[src/rtl/clk_div_prog.sv]
// clk_div_prog: runtime-programmable integer divider with registered clk_out/tick strobes,
// shadowed divisor applied only at a period boundary.
module clk_div_prog #(
  parameter int WIDTH       = 8,
  parameter int DEFAULT_DIV = 2
) (
  input  logic             clk,
  input  logic             rst,
  input  logic             en,
  input  logic             load,
  input  logic [WIDTH-1:0] div_val,
  output logic             clk_out,
  output logic             tick,
  output logic [WIDTH-1:0] count,
  output logic             cfg_pending
);
  localparam logic [WIDTH-1:0] DEF = WIDTH'(DEFAULT_DIV);
  localparam logic [WIDTH-1:0] ONE = WIDTH'(1);
  logic [WIDTH-1:0] cnt_q, cnt_d, act_q, act_d, shd_q, shd_d, new_div;
  logic             pend_q, pend_d, clk_out_q, clk_out_d, tick_q, tick_d;
  logic             run, wrap, apply;
  // a stopped or disabled divider is itself a period boundary
  always_comb begin
    run       = en && (act_q != '0);
    wrap      = run && (cnt_q == act_q - ONE);
    apply     = (wrap || !run) && (pend_q || load);
    new_div   = load ? div_val : shd_q;
    act_d     = apply ? new_div : act_q;
    shd_d     = (apply || load) ? new_div : shd_q;
    pend_d    = apply ? 1'b0 : (load ? 1'b1 : pend_q);
    cnt_d     = (apply || wrap || act_q == '0) ? '0 : (run ? cnt_q + ONE : cnt_q);
    clk_out_d = run && (cnt_q < act_q - (act_q >> 1));
    tick_d    = wrap;
  end
  always_ff @(posedge clk or negedge rst) begin
    if (!rst) begin
      cnt_q     <= '0;
      act_q     <= DEF;
      shd_q     <= DEF;
      pend_q    <= 1'b0;
      clk_out_q <= 1'b0;
      tick_q    <= 1'b0;
    end else begin
      cnt_q     <= cnt_d;
      act_q     <= act_d;
      shd_q     <= shd_d;
      pend_q    <= pend_d;
      clk_out_q <= clk_out_d;
      tick_q    <= tick_d;
    end
  end
  assign clk_out     = clk_out_q;
  assign tick        = tick_q;
  assign count       = cnt_q;
  assign cfg_pending = pend_q;
endmodule

[config.mk]
export PLATFORM = sky130hd
export DESIGN_NAME = clk_div_prog
export DESIGN_NICKNAME = d
export VERILOG_FILES = /design/src/rtl/clk_div_prog.sv
export SDC_FILE = /design/constraint.sdc
export NUM_CORES = 1
export LEC_CHECK = 0
export BUFFER_PORTS_ARGS = -buffer_cell sky130_fd_sc_hd__buf_2
export CAP_MARGIN = 20
export CORE_UTILIZATION = 45
export CTS_BUF_LIST = sky130_fd_sc_hd__clkbuf_2
export DETAILED_ROUTE_END_ITERATION = 12
export MAX_ROUTING_LAYER = met4
export PLACE_DENSITY_LB_ADDON = 0.1
export SLEW_MARGIN = 20
export SYNTH_ARGS = -nofsm -noshare
export SYNTH_HDL_FRONTEND = slang
export SYNTH_SLANG_ARGS = --single-unit
[constraint.sdc]
create_clock -name clk -period 4.6 [get_ports clk]
set_input_delay 0 -clock clk [delete_from_list [all_inputs] [get_ports clk]]
set_output_delay 0 -clock clk [all_outputs]
set_load 0.05 [all_outputs]
==> flow_summary.json <==
{
  "met2_wirelength_um": 1830,
  "yosysSeqAreaShare_pct": 36.8,
  "tns_ns": 0,
  "endpoint": "clk_out",
  "slowest_stage": "sky130_fd_sc_hd__dfstp_2",
  "ir_worst_vdd_v": 0.000211,
  "synth_area_leaders": "sky130_fd_sc_hd__dfrtp_1, sky130_fd_sc_hd__ha_1, sky130_fd_sc_hd__mux2_2, sky130_fd_sc_hd__xnor2_1, sky130_fd_sc_hd__xor2_1",
  "average_via_count_per_standard_cell": 5.19,
  "cts_inserted_buffers": 3,
  "commonest_non_fill_non_tap_cells_in_the_layout": "sky130_fd_sc_hd__ha_1, sky130_fd_sc_hd__dfrtp_1, sky130_fd_sc_hd__buf_2, sky130_fd_sc_hd__mux2_2, sky130_fd_sc_hd__inv_1",
  "setup_repair_after_global_routing_missed_its_margin": "false",
  "synth_area_mm2": 0.00184,
  "drt_iter0_markers": 62,
  "i_o_pin_count": 23,
  "grt_start_max_net_pins": 28,
  "setup-violations-final": 0,
  "min_period_over_period_pct": 70.9,
  "grt_pass1_vias": 1414,
  "wirelength_met1_um": 1870,
  "insertion_delay_ns": 0.37,
  "die_h_um": 66.0,
  "compound_cell_area_share_of_the_yosys_netlist_pct": 8.01,
  "number_of_buffers_inserted_by_port_buffering": 22,
  "timing.critical_path.depth": 12,
  "root_buffer": "sky130_fd_sc_hd__clkbuf_2",
  "synth_simple_gate_area_share_pct": 11.3,
  "timing_worst_slew_pin_value_ns": 0.611,
  "total_power_w": 0.000844,
  "die_width_um": 66.0,
  "die-area_mm2": 0.00436,
  "min_path_type": "input port to flip-flop",
  "worst-setup-path-type": "flip-flop to flip-flop",
  "synthDominantCellAreaShare_pct": 33.9,
  "slew_hr_pct": 59.2,
  "timing.final.ws_setup_ns": 1.34,
  "yosys_register_bits": 27,
  "cp-end-kind": "flip-flop",
  "final_period_minus_worst_setup_slack_ns": 3.26,
  "total_number_of_vias": 1314,
  "crit_path_max_fanout": 5,
  "synthAdderAreaFrac_pct": 18.7,
  "status": "finished clean",
  "total_inserted_antenna_cells": 0,
  "cts_tree": "yes",
  "crit_family": "compound AO/OA/AOI/OAI gates",
  "synth_mux_area_share_pct": 9.78,
  "hold_slack_ns": 0.0527,
  "syn_avg_cell_area_um2": 10.8,
  "drt-wirelength-per-cell_um": 15.0,
  "critPathLaunch": "act_q[1]",
  "hold_viol": 0,
  "flop2flop_setup_slack_ns": 1.34,
  "comb_power_share_pct": 52.3,
  "detailedRoute.firstPassIterationCount": 4,
  "area_growth_pct": 15.3,
  "hpwl_um": 3010,
  "postCtsSetupBuffers": 0,
  "initial_cell_density_of_the_core_pct": 48.5,
  "synth_nets": 210,
  "power-per-cell-area_mw_per_mm2": 397,
  "floorplan.core_area_mm2": 0.00380,
  "initial_antenna_violation_count": 0,
  "wl_met3_um": 46,
  "crit-reg2reg-launch": "act_q[1]",
  "detail-route-antenna-nets": 0,
  "yosysWarnings": 0,
  "clock_power_share_pct": 11.0,
  "main_combinational_cell_family_by_area_after_synthesis": "adder cells",
  "rows": 22,
  "leakage_power_nw": 1.05,
  "max_cap_viol_count": 0,
  "gp_routability_congestion": 0.850,
  "worst-endpoint-required_ns": 4.86,
  "netlist_instances": 171,
  "h-tree-depth": 1,
  "finish.net_count": 245,
  "global_route_wire_length_before_repair_um": 6530,
  "global_route.usage.total_pct": 20.7,
  "cpPeakStageDelay_ns": 0.64,
  "finalWirelength_um": 3790,
  "top_signal_layer_used": "met4",
  "synthXorXnorAreaFrac_pct": 11.9,
  "timing.reg2reg.worst_path_depth": 12,
  "post_route_cells_drive_above_1_share_pct": 22.9,
  "layout_commonest_cell": "sky130_fd_sc_hd__ha_1",
  "p_sw_w": 0.000352,
  "final.fill_count": 345,
  "synth.distinct_cells": 33,
  "maxSlewViolCount": 0,
  "seq_power_share_pct": 36.7,
  "numClockSinks": 27,
  "grt.overflow.total": 0,
  "cpMostUsedCell": "sky130_fd_sc_hd__a21oi_1",
  "proportion_of_total_power_due_to_net_switching_pct": 41.7,
  "cts.reportedPaths.clkPinSlew_ns": 0.27,
  "p_int_w": 0.000492,
  "place_ws_ns": 1.33,
  "critical_path.cell_chain": "inv_1 -> ha_1 -> o21bai_1 -> a21oi_1 -> o311ai_0 -> a21oi_1 -> o21bai_1 -> xnor2_1 -> ha_1 -> o2111ai_1 -> a21oi_1 -> a2111oi_0",
  "final.setup_skew_ns": 0.0123,
  "capture_instance_of_the_worst_register_to_register_path": "clk_out",
  "max_freq_mhz": 307,
  "cp-start-kind": "flip-flop",
  "timing.critical_path.arrival_ns": 3.53,
  "remaining_drc_errors": 0,
  "clockBufferDepth": 2,
  "critPathBufInv": 1,
  "netlist.top_cell.by_area": "sky130_fd_sc_hd__dfrtp_1"
}
==> per-stage QoR <==
| step | utilization (%) | instance area (um^2) | cells |
|---|---|---|---|
| finish | 56.0 | 2130 | 253 |
| global placement | 52.8 | 2010 | 239 |
| floorplan | - | 1840 | 171 |
| detailed placement | 52.8 | 2010 | 239 |
| CTS | 56.0 | 2130 | 253 |
| global route | 56.0 | 2130 | 253 |
==> timing repair <==
action,4_1_cts,5_1_grt
hold endpoints to repair,43,0
gates resized for setup,0,0
hold buffers,10,0
==> synthesized netlist by cell type <==
cell type                   instances
sky130_fd_sc_hd__ha_1              26
sky130_fd_sc_hd__dfrtp_1           25
sky130_fd_sc_hd__a21boi_0           1
sky130_fd_sc_hd__a32o_1             1
sky130_fd_sc_hd__nor2_1            12
sky130_fd_sc_hd__dfstp_2            2
sky130_fd_sc_hd__xor2_1            11
sky130_fd_sc_hd__nand4_1            4
sky130_fd_sc_hd__a21oi_4            1
sky130_fd_sc_hd__nor2b_1            2
sky130_fd_sc_hd__nand2_1            6
sky130_fd_sc_hd__fa_1               1
sky130_fd_sc_hd__o21ai_0            2
sky130_fd_sc_hd__a21oi_1            8
sky130_fd_sc_hd__a21o_1             1
sky130_fd_sc_hd__and2_1             1
sky130_fd_sc_hd__o2111ai_1          1
sky130_fd_sc_hd__xnor2_1           14
sky130_fd_sc_hd__nor3_2             1
sky130_fd_sc_hd__a2111oi_0          1
sky130_fd_sc_hd__mux2_2            16
sky130_fd_sc_hd__o311ai_0           1
sky130_fd_sc_hd__nand2b_1           5
sky130_fd_sc_hd__o211ai_1           1
sky130_fd_sc_hd__clkbuf_1           2
sky130_fd_sc_hd__and3b_1            1
sky130_fd_sc_hd__nand4_2            1
sky130_fd_sc_hd__inv_1             15
sky130_fd_sc_hd__o21bai_1           3
sky130_fd_sc_hd__and4b_1            1
sky130_fd_sc_hd__nand3_1            1
sky130_fd_sc_hd__nand3b_1           1
sky130_fd_sc_hd__and3_1             2
==> worst min-delay path by stage <==
| stage | cells after the start | slack, ns | end | from |
|---|---|---|---|---|
| global route | 2 | 0.07 | shd_q[3] | load |
| global placement | 1 | 0.02 | shd_q[2] | rst |
| CTS | 2 | 0.06 | shd_q[7] | load |
| detailed placement | 1 | 0.04 | shd_q[2] | rst |
| floorplan | 0 | -0.30 | act_q[0] | rst |
| finish | 2 | 0.05 | shd_q[7] | load |
==> layer usage <==
metal / vias to the layer above / global-route usage [%]
li1: 645 / -
met1: 649 / 28.4
met2: 14 / 33.0
met3: 6 / 1.03
met4: 0 / 6.38
met5: - / -
==> power by group through the flow <==
stage	clock network (W)	registers, W	logic (W)
2_1_floorplan	0	0.000328	0.000316
3_3_place_gp	0	0.000314	0.000423
3_5_place_dp	0	0.000316	0.000435
4_1_cts	0.0000946	0.000311	0.000446
5_1_grt	0.000101	0.000317	0.000497
6_report	0.0000931	0.000310	0.000441
==> final cells by class <==
| type | instances | area, um^2 | share of cell area [%] |
|---|---|---|---|
| Tap cell | 48 | 60.1 | 2.83 |
| Sequential cell | 27 | 678 | 31.9 |
| Clock inverter | 1 | 5.00 | 0.235 |
| Timing Repair Buffer | 32 | 210 | 9.89 |
| Multi-Input combinational cell | 127 | 1100 | 51.8 |
| Clock buffer | 3 | 15.0 | 0.706 |
| Inverter | 15 | 56.3 | 2.65 |
==> sequential cells by signal, summed over array words and instances (netlist names) <==
register	cells
act_q	8
count	8
shd_q	8
cfg_pending	1
clk_out	1
tick	1
==> cell families after synthesis <==
logic type      after synthesis
mux                          16
compound gates               21
xor+xnor                     25
buf+inv                      17
flops                        27
simple gates                 38
fa+ha+maj                    27
==> worst reg2reg max path, stage by stage (launching register included) <==
cell                        delay [ns]
sky130_fd_sc_hd__dfstp_2          0.64
sky130_fd_sc_hd__inv_1            0.09
sky130_fd_sc_hd__ha_1             0.30
sky130_fd_sc_hd__o21bai_1         0.15
sky130_fd_sc_hd__a21oi_1          0.12
sky130_fd_sc_hd__o311ai_0         0.53
sky130_fd_sc_hd__a21oi_1          0.14
sky130_fd_sc_hd__o21bai_1         0.18
sky130_fd_sc_hd__xnor2_1          0.16
sky130_fd_sc_hd__ha_1             0.28
sky130_fd_sc_hd__o2111ai_1        0.10
sky130_fd_sc_hd__a21oi_1          0.06
sky130_fd_sc_hd__a2111oi_0        0.42
No activity file was read; power rests on OpenSTA's default activity.
